[config.mk]
export PLATFORM = sky130hd
export DESIGN_NAME = id_ex_stage
export DESIGN_NICKNAME = d
export VERILOG_FILES = /design/src/rtl/id_ex_stage.sv
export SDC_FILE = /design/constraint.sdc
export NUM_CORES = 1
export LEC_CHECK = 0
export BUFFER_PORTS_ARGS = -buffer_cell sky130_fd_sc_hd__buf_2
export CORE_UTILIZATION = 50
export CTS_BUF_LIST = sky130_fd_sc_hd__clkbuf_2 sky130_fd_sc_hd__clkbuf_4 sky130_fd_sc_hd__clkbuf_8
export DETAILED_ROUTE_END_ITERATION = 8
export GPL_ROUTABILITY_DRIVEN = 0
export PLACE_DENSITY = 0.82
export SLEW_MARGIN = 10
export SYNTH_ARGS = -nofsm -noshare
export SYNTH_HDL_FRONTEND = slang
export SYNTH_SLANG_ARGS = --single-unit
[constraint.sdc]
create_clock -name clk -period 1.83 [get_ports clk]
set_input_delay 0.0915 -clock clk [delete_from_list [all_inputs] [get_ports clk]]
set_output_delay 0.0915 -clock clk [all_outputs]
set_load 0.03 [all_outputs]
[src/rtl/id_ex_stage.sv]
// ID->EX pipeline register with load-use hazard detection and bubble insertion.
// Latency: one cycle ID->EX; load-use adds LOAD_LATENCY cycles; mem_stall holds EX and stalls ID; flush overrides all.
module id_ex_stage #(
  parameter int unsigned LOAD_LATENCY = 1
) (
  input  logic        clk,
  input  logic        rst_n,
  input  logic        id_valid,
  input  logic [15:0] id_pc,
  input  logic [3:0]  id_opcode,
  input  logic [15:0] id_sr1,
  input  logic [15:0] id_sr2,
  input  logic [2:0]  id_sr1_addr,
  input  logic [2:0]  id_sr2_addr,
  input  logic        id_sr1_used,
  input  logic        id_sr2_used,
  input  logic [2:0]  id_dest,
  input  logic        id_dest_we,
  input  logic        id_is_load,
  input  logic        mem_stall,
  input  logic        flush,
  output logic        ex_valid,
  output logic [15:0] ex_pc,
  output logic [3:0]  ex_opcode,
  output logic [15:0] ex_sr1,
  output logic [15:0] ex_sr2,
  output logic [2:0]  ex_sr1_addr,
  output logic [2:0]  ex_sr2_addr,
  output logic [2:0]  ex_dest,
  output logic        ex_dest_we,
  output logic        ex_is_load,
  output logic        id_stall
);

  typedef enum logic {RUN, BUBBLE} state_e;

  localparam logic [2:0] CNT_INIT = 3'(LOAD_LATENCY - 1);

  state_e      state_q, state_d;
  logic [2:0]  cnt_q, cnt_d;
  logic        ex_valid_q, ex_valid_d;
  logic [15:0] ex_pc_q, ex_pc_d;
  logic [3:0]  ex_opcode_q, ex_opcode_d;
  logic [15:0] ex_sr1_q, ex_sr1_d;
  logic [15:0] ex_sr2_q, ex_sr2_d;
  logic [2:0]  ex_sr1_addr_q, ex_sr1_addr_d;
  logic [2:0]  ex_sr2_addr_q, ex_sr2_addr_d;
  logic [2:0]  ex_dest_q, ex_dest_d;
  logic        ex_dest_we_q, ex_dest_we_d;
  logic        ex_is_load_q, ex_is_load_d;
  logic        hazard;
  logic        load_bubble;
  logic        capture;

  // R0 is an ordinary register here, so address 0 is compared like any other.
  assign hazard = id_valid & ex_valid_q & ex_is_load_q & ex_dest_we_q &
                  ((id_sr1_used & (id_sr1_addr == ex_dest_q)) |
                   (id_sr2_used & (id_sr2_addr == ex_dest_q)));

  always_comb begin
    state_d     = state_q;
    cnt_d       = cnt_q;
    id_stall    = 1'b0;
    load_bubble = 1'b0;
    capture     = 1'b0;
    if (flush) begin
      load_bubble = 1'b1;
      state_d     = RUN;
      cnt_d       = 3'd0;
    end else if (mem_stall) begin
      id_stall = 1'b1;
    end else if (state_q == BUBBLE) begin
      load_bubble = 1'b1;
      id_stall    = 1'b1;
      cnt_d       = cnt_q - 3'd1;
      if (cnt_q == 3'd1) state_d = RUN;
    end else if (hazard) begin
      load_bubble = 1'b1;
      id_stall    = 1'b1;
      if (LOAD_LATENCY > 1) begin
        state_d = BUBBLE;
        cnt_d   = CNT_INIT;
      end
    end else if (id_valid) begin
      capture = 1'b1;
    end else begin
      load_bubble = 1'b1;
    end
  end

  always_comb begin
    ex_valid_d    = ex_valid_q;
    ex_pc_d       = ex_pc_q;
    ex_opcode_d   = ex_opcode_q;
    ex_sr1_d      = ex_sr1_q;
    ex_sr2_d      = ex_sr2_q;
    ex_sr1_addr_d = ex_sr1_addr_q;
    ex_sr2_addr_d = ex_sr2_addr_q;
    ex_dest_d     = ex_dest_q;
    ex_dest_we_d  = ex_dest_we_q;
    ex_is_load_d  = ex_is_load_q;
    if (load_bubble) begin
      ex_valid_d    = 1'b0;
      ex_pc_d       = 16'd0;
      ex_opcode_d   = 4'd0;
      ex_sr1_d      = 16'd0;
      ex_sr2_d      = 16'd0;
      ex_sr1_addr_d = 3'd0;
      ex_sr2_addr_d = 3'd0;
      ex_dest_d     = 3'd0;
      ex_dest_we_d  = 1'b0;
      ex_is_load_d  = 1'b0;
    end else if (capture) begin
      ex_valid_d    = 1'b1;
      ex_pc_d       = id_pc;
      ex_opcode_d   = id_opcode;
      ex_sr1_d      = id_sr1;
      ex_sr2_d      = id_sr2;
      ex_sr1_addr_d = id_sr1_addr;
      ex_sr2_addr_d = id_sr2_addr;
      ex_dest_d     = id_dest;
      ex_dest_we_d  = id_dest_we;
      ex_is_load_d  = id_is_load;
    end
  end

  always_ff @(posedge clk or negedge rst_n) begin
    if (!rst_n) begin
      state_q       <= RUN;
      cnt_q         <= 3'd0;
      ex_valid_q    <= 1'b0;
      ex_pc_q       <= 16'd0;
      ex_opcode_q   <= 4'd0;
      ex_sr1_q      <= 16'd0;
      ex_sr2_q      <= 16'd0;
      ex_sr1_addr_q <= 3'd0;
      ex_sr2_addr_q <= 3'd0;
      ex_dest_q     <= 3'd0;
      ex_dest_we_q  <= 1'b0;
      ex_is_load_q  <= 1'b0;
    end else begin
      state_q       <= state_d;
      cnt_q         <= cnt_d;
      ex_valid_q    <= ex_valid_d;
      ex_pc_q       <= ex_pc_d;
      ex_opcode_q   <= ex_opcode_d;
      ex_sr1_q      <= ex_sr1_d;
      ex_sr2_q      <= ex_sr2_d;
      ex_sr1_addr_q <= ex_sr1_addr_d;
      ex_sr2_addr_q <= ex_sr2_addr_d;
      ex_dest_q     <= ex_dest_d;
      ex_dest_we_q  <= ex_dest_we_d;
      ex_is_load_q  <= ex_is_load_d;
    end
  end

  assign ex_valid    = ex_valid_q;
  assign ex_pc       = ex_pc_q;
  assign ex_opcode   = ex_opcode_q;
  assign ex_sr1      = ex_sr1_q;
  assign ex_sr2      = ex_sr2_q;
  assign ex_sr1_addr = ex_sr1_addr_q;
  assign ex_sr2_addr = ex_sr2_addr_q;
  assign ex_dest     = ex_dest_q;
  assign ex_dest_we  = ex_dest_we_q;
  assign ex_is_load  = ex_is_load_q;

endmodule
Yosys cells after proc, flatten, opt, wreduce, memory -nomap -nowiden
Cells that the tools add are included.
{"block": "classes", "n_addsub": 1, "eq_ne": 4, "muxes": 41, "n_bitwise": 7, "reduce_logical": 3}
{"operator": "$mux W16", "n": 6}
{"operator": "$mux W3", "n": 9}
{"operator": "$mux W1", "n": 24}
{"operator": "$mux W4", "n": 2}
{"operator": "$and A1 B1 Y1", "n": 6}
{"operator": "$eq A3 B3 Y1", "n": 2}
{"operator": "$reduce_bool A2 Y1", "n": 2}
{"operator": "$eq A3 B1 Y1 const B", "n": 1}
{"operator": "$sub A3 B1 Y3 const B", "n": 1}
{"operator": "$ne A2 B1 Y1 const B", "n": 1}
{"operator": "$reduce_and A2 Y1", "n": 1}
{"operator": "$or A1 B1 Y1", "n": 1}
{"block": "totals", "regBits": 68, "in_bits": 70, "elab_cells": 68}

Logic depth before layout (Yosys ltp)
{"block": "depth", "ltp_word": 10, "mapped_depth": 6, "ltp_nobuf": 5}

Least setup slack after synthesis
Ideal clock, no wire load.
{"block": "synth_path", "path_kind": "reg-to-reg", "start": "register ex_dest_q[0], in the netlist ex_dest[0]", "end": "register ex_valid_q, in the netlist ex_valid", "setup_time_ns": 0.128, "t_arrival_ns": 1.448, "required_ns": 1.702, "setup_slack_ns": 0.254, "stages_incl_launch_ff": 7, "synth_period_minus_slack_ns": 1.576, "path_cell_list": "dfrtp_1 -> xnor2_1 -> nand4_1 -> a21oi_1 -> buf_2 -> buf_4 -> o21ai_0"}
{"block": "synth_between", "elab_chain_len": 9}
{"item": "start: declaration", "line": "48", "text": "logic [2:0] ex_dest_q, ex_dest_d;"}
{"item": "start signal: assignment", "line": "151", "text": "ex_dest_q <= ex_dest_d;"}
{"item": "$eq A3 B3 Y1, on equally long branches", "line": "57, 58"}
{"item": "$and A1 B1 Y1, on equally long branches", "line": "57, 58"}
{"item": "$or A1 B1 Y1 *", "line": "57", "text": "((id_sr1_used & (id_sr1_addr == ex_dest_q)) |"}
{"item": "$and A1 B1 Y1 *", "line": "56", "text": "assign hazard = id_valid & ex_valid_q & ex_is_load_q & ex_dest_we_q &"}
{"item": "$mux W1", "line": "77", "text": "end else if (hazard) begin"}
{"item": "$mux W1", "line": "72", "text": "end else if (state_q == BUBBLE) begin"}
{"item": "$mux W1", "line": "70", "text": "end else if (mem_stall) begin"}
{"item": "$mux W1", "line": "66", "text": "if (flush) begin"}
{"item": "$mux W1 / $reduce_bool A2 Y1 (equally long branches)"}
{"item": "end signal: assignment", "line": "144", "text": "ex_valid_q <= ex_valid_d;"}
{"item": "end: declaration", "line": "41", "text": "logic ex_valid_q, ex_valid_d;"}
Mark *: on every way between the ends. The rest lies on a longest branch, timed or not.
A chain may end at the register's enable or synchronous reset.

Worst setup path after layout
{"block": "layout_path", "start": "register ex_dest_q[0], in the netlist ex_dest[0]", "end": "output port id_stall"}
{"block": "layout_between", "elab_chain_len": 8}
{"item": "$eq A3 B3 Y1, on equally long branches", "line": "57, 58"}
{"item": "$and A1 B1 Y1, on equally long branches", "line": "57, 58"}
{"item": "$or A1 B1 Y1 *", "line": "57"}
{"item": "$and A1 B1 Y1 *", "line": "56"}
{"item": "$mux W1 *", "line": "77"}
{"item": "$mux W1 *", "line": "72"}
{"item": "$mux W1 *", "line": "70"}
{"item": "$mux W1 *", "line": "66"}
{"item": "end: declaration", "line": "32", "text": "output logic id_stall"}
Marked as above.

==> impl_summary.log <==
INFO  metric clock_skew = 0.004823 ns
INFO  metric num_vias = 2802
INFO  metric detailed_place_hpwl = 4924 um
INFO  metric cts-htree-levels = 3
INFO  metric insertion_delay = 0.34 ns
INFO  metric cp-start-kind = register
INFO  metric die_height = 83.73 um
INFO  metric post-place-ws = 0.2389 ns
INFO  metric worstMarginPinSlew = 0.5027 ns
INFO  metric layout_area_overhead = 41.93%
INFO  metric worst_setup_path_end_kind = primary output
INFO  metric timing.slew.headroom = 0.6649
INFO  metric synthDominantAreaCellType = sky130_fd_sc_hd__dfrtp_1
INFO  metric first_pass_iters = 4
INFO  metric drt_first_iter_violations = 107
INFO  metric synthMostInstantiatedCell = sky130_fd_sc_hd__dfrtp_1
INFO  metric cts_root_buf = sky130_fd_sc_hd__clkbuf_8
INFO  metric fin_crit_sh = 0.9386
INFO  metric worst-path-max-fanout = 4
INFO  metric start_util = 0.5229
INFO  metric cts-buffers-inserted = 9
INFO  metric synth_enable_flop_cells = 0
INFO  metric synth_warnings = 0
INFO  metric antenna_found_initial = 0
INFO  metric portBuffers = 134
INFO  metric post_synth_main_area_contributors = sky130_fd_sc_hd__dfrtp_1 (51%), sky130_fd_sc_hd__o31ai_2 (21%), sky130_fd_sc_hd__inv_1 (7.5%)
INFO  metric setup_total_negative_slack = 0 ns
INFO  metric clkSlewWorstSetupHoldPaths = 0.07 ns
INFO  metric finalNonFillerCells = 563
INFO  metric asyncSetResetFlopFracSynth = 1.000
INFO  metric drc = 0
INFO  metric synthesis.area_per_instance = 10.84 sq um
INFO  metric antennaDiodeCount = 0
INFO  metric final_layout_size_suffix_gt1_frac = 0.4547
INFO  metric synthesis.area = 3339 sq um
INFO  metric grt_util_all_layers = 0.2407
INFO  metric power.density = 700.6 nW/um^2
INFO  metric totalWireLength = 8231 um
INFO  metric clock_tree_from_tritoncts = done
INFO  metric postSynthNetCount = 380
INFO  metric synth_seq_area_share = 0.5096
INFO  metric buffer_depth_of_the_longest_clock_path = 2
INFO  metric detail_route.vias_per_cell = 4.977
INFO  metric required_time_of_the_critical_path = 1.74 ns
INFO  metric most_used_dff_post_synth = sky130_fd_sc_hd__dfrtp_1
INFO  metric rsz0062_at_grt = no
INFO  metric antenna_left = 0
INFO  metric core = 6386 sq um
INFO  metric yosysUniqueCellTypes = 24
INFO  metric leakagePower = 0.002618 uW
INFO  metric pin_count = 135
INFO  metric setup_ws = 0.1124 ns
INFO  metric floorplan.die_area = 7010 sq um
INFO  metric timing_max_transition_violations_final = 0
INFO  metric synth_largest_type_area_fraction = 0.5096
INFO  metric maximum_ir_drop_on_the_vdd_rail = 0.5166 mV
INFO  metric post-place-cells = 505
INFO  metric routed_wire_length_per_instance = 14.62 um
INFO  metric rows = 29
INFO  metric multiInputGateArea = 1256 sq um
INFO  metric final_hold_viol_count = 0
INFO  metric globalRoute.totalOverflow = 0
INFO  metric nets = 554
INFO  metric synth_seq_cells = 68
INFO  metric postSynthCellCount = 308
INFO  metric cts.sink_count = 68
INFO  metric area.sequential = 1703 sq um
INFO  metric dieWidth = 83.73 um
INFO  metric finalSetupViolCount = 0
INFO  metric cap_viol_max_count = 0
INFO  metric grt_pass1_wl = 13180 um
INFO  metric arrival = 1.63 ns
INFO  metric run_status = finished, final reports clean
INFO  metric fill_cells = 457
INFO  metric worstHoldPathType = input pin to register
INFO  metric ys_top_cells_by_count = sky130_fd_sc_hd__dfrtp_1 (68), sky130_fd_sc_hd__inv_1 (67), sky130_fd_sc_hd__nand2_1 (65)
INFO  metric max_clock_freq = 582.2 MHz
INFO  metric timing_worst_setup_path_type = register to primary output
INFO  metric post-route-min-period = 1.718 ns
INFO  metric pin_count_of_the_biggest_net_entering_global_routing = 69
INFO  metric grt_pass1_vias = 2771
## flip-flops by register name, indices dropped and copies added (netlist names), 3 cells and up
| name | cells |
|---|---|
| cnt_q | 3 |
| ex_dest | 3 |
| ex_opcode | 4 |
| ex_pc | 16 |
| ex_sr1 | 16 |
| ex_sr1_addr | 3 |
| ex_sr2 | 16 |
| ex_sr2_addr | 3 |
## power by group
| part | internal (uW) | total [uW] | switching, uW |
|---|---|---|---|
| sequential | 1560 | 1590 | 32.5 |
| combinational | 230 | 548 | 319 |
| clock | 647 | 1180 | 537 |
| total | 2430 | 3320 | 888 |
## path summary, 6_finish.rpt
kind	end	slack (ns)	start	cells after the start
setup / recovery	id_stall	0.11	ex_dest[0]	5
max in group asynchronous	ex_dest[1]	1.22	rst_n	3
hold reg to reg	ex_sr2[15]	0.48	ex_sr2[15]	2
min in group asynchronous	ex_sr1[2]	0.29	rst_n	3
setup reg to reg	ex_valid	0.19	ex_dest[0]	6
hold / removal	ex_pc[11]	0.009	id_pc[11]	3
## kinds of logic (layout without fill, tap and decap cells)
group                    after synthesis  after routing  synth area share
flip-flops                            68             68            0.5096
AO/OA/AOI/OAI                         68             68            0.2514
buffers and inverters                 88            266            0.1214
XOR/XNOR                               8              8           0.02098
AND/OR/NAND/NOR                       74             74           0.08917
adder cells (fa/ha/maj)                2              2          0.007492
## area by class of cell
type,instances,share of cell area
clock buffers,14,0.03933
clock inverters,1,0.001056
inverters,67,0.05306
multi-input cells,152,0.2650
flip-flops and latches,68,0.3593
well taps,77,0.02033
repair buffers,184,0.2619
## cell usage in the layout (no fill, tap or decap), drive strengths merged
| cell | netlist | layout |
|---|---|---|
| xnor2 | 7 | 7 |
| nand2 | 65 | 65 |
| a21oi | 1 | 1 |
| clkinv | 0 | 1 |
| nor2b | 1 | 1 |
| o31a | 1 | 1 |
| xor2 | 1 | 1 |
| buf | 16 | 142 |
| or4b | 1 | 1 |
| o311a | 1 | 1 |
| nor2 | 3 | 3 |
| o21ai | 1 | 1 |
| a211oi | 1 | 1 |
| ha | 2 | 2 |
| o31ai | 63 | 63 |
| dfrtp | 68 | 68 |
| dlygate4sd3 | 0 | 42 |
| nand4 | 3 | 3 |
| and2b | 1 | 1 |
| inv | 67 | 67 |
| clkbuf | 5 | 14 |
## per-stage QoR
stage	cell area, sq um	total power, uW	util	hold slack [ns]
detailed placement	4109	2089	0.6434	0.1399
CTS	4688	3334	0.7341	0.0002338
floorplan	3339	1885	-	-0.2041
global placement	4109	2078	0.6434	0.1389
finish	4740	3321	0.7422	0.008933
global route	4740	3461	0.7422	0.007523
## critical path, stage by stage (launching register included)
cell and delay, ns:
sky130_fd_sc_hd__dfrtp_1 0.43, sky130_fd_sc_hd__xnor2_1 0.21, sky130_fd_sc_hd__nand4_1 0.16, sky130_fd_sc_hd__a21oi_4 0.19, sky130_fd_sc_hd__o31a_1 0.14, sky130_fd_sc_hd__buf_4 0.16
## metal layers
layer	vias up	global-route usage	wire length (um)
met5	-	0	0
met4	0	0.1325	249
met3	22	0.04352	373
met2	96	0.4058	4209
met1	1347	0.2919	3398
li1	1337	-	-
## timing repair
item	CTS	global route
pin swaps	1	1
setup endpoints to repair	1	1
gates cloned	0	0
resized for setup	0	4
hold buffers	38	4
buffers inserted	1	0
hold endpoints to repair	107	4
Power figures use the tool's default switching activity.
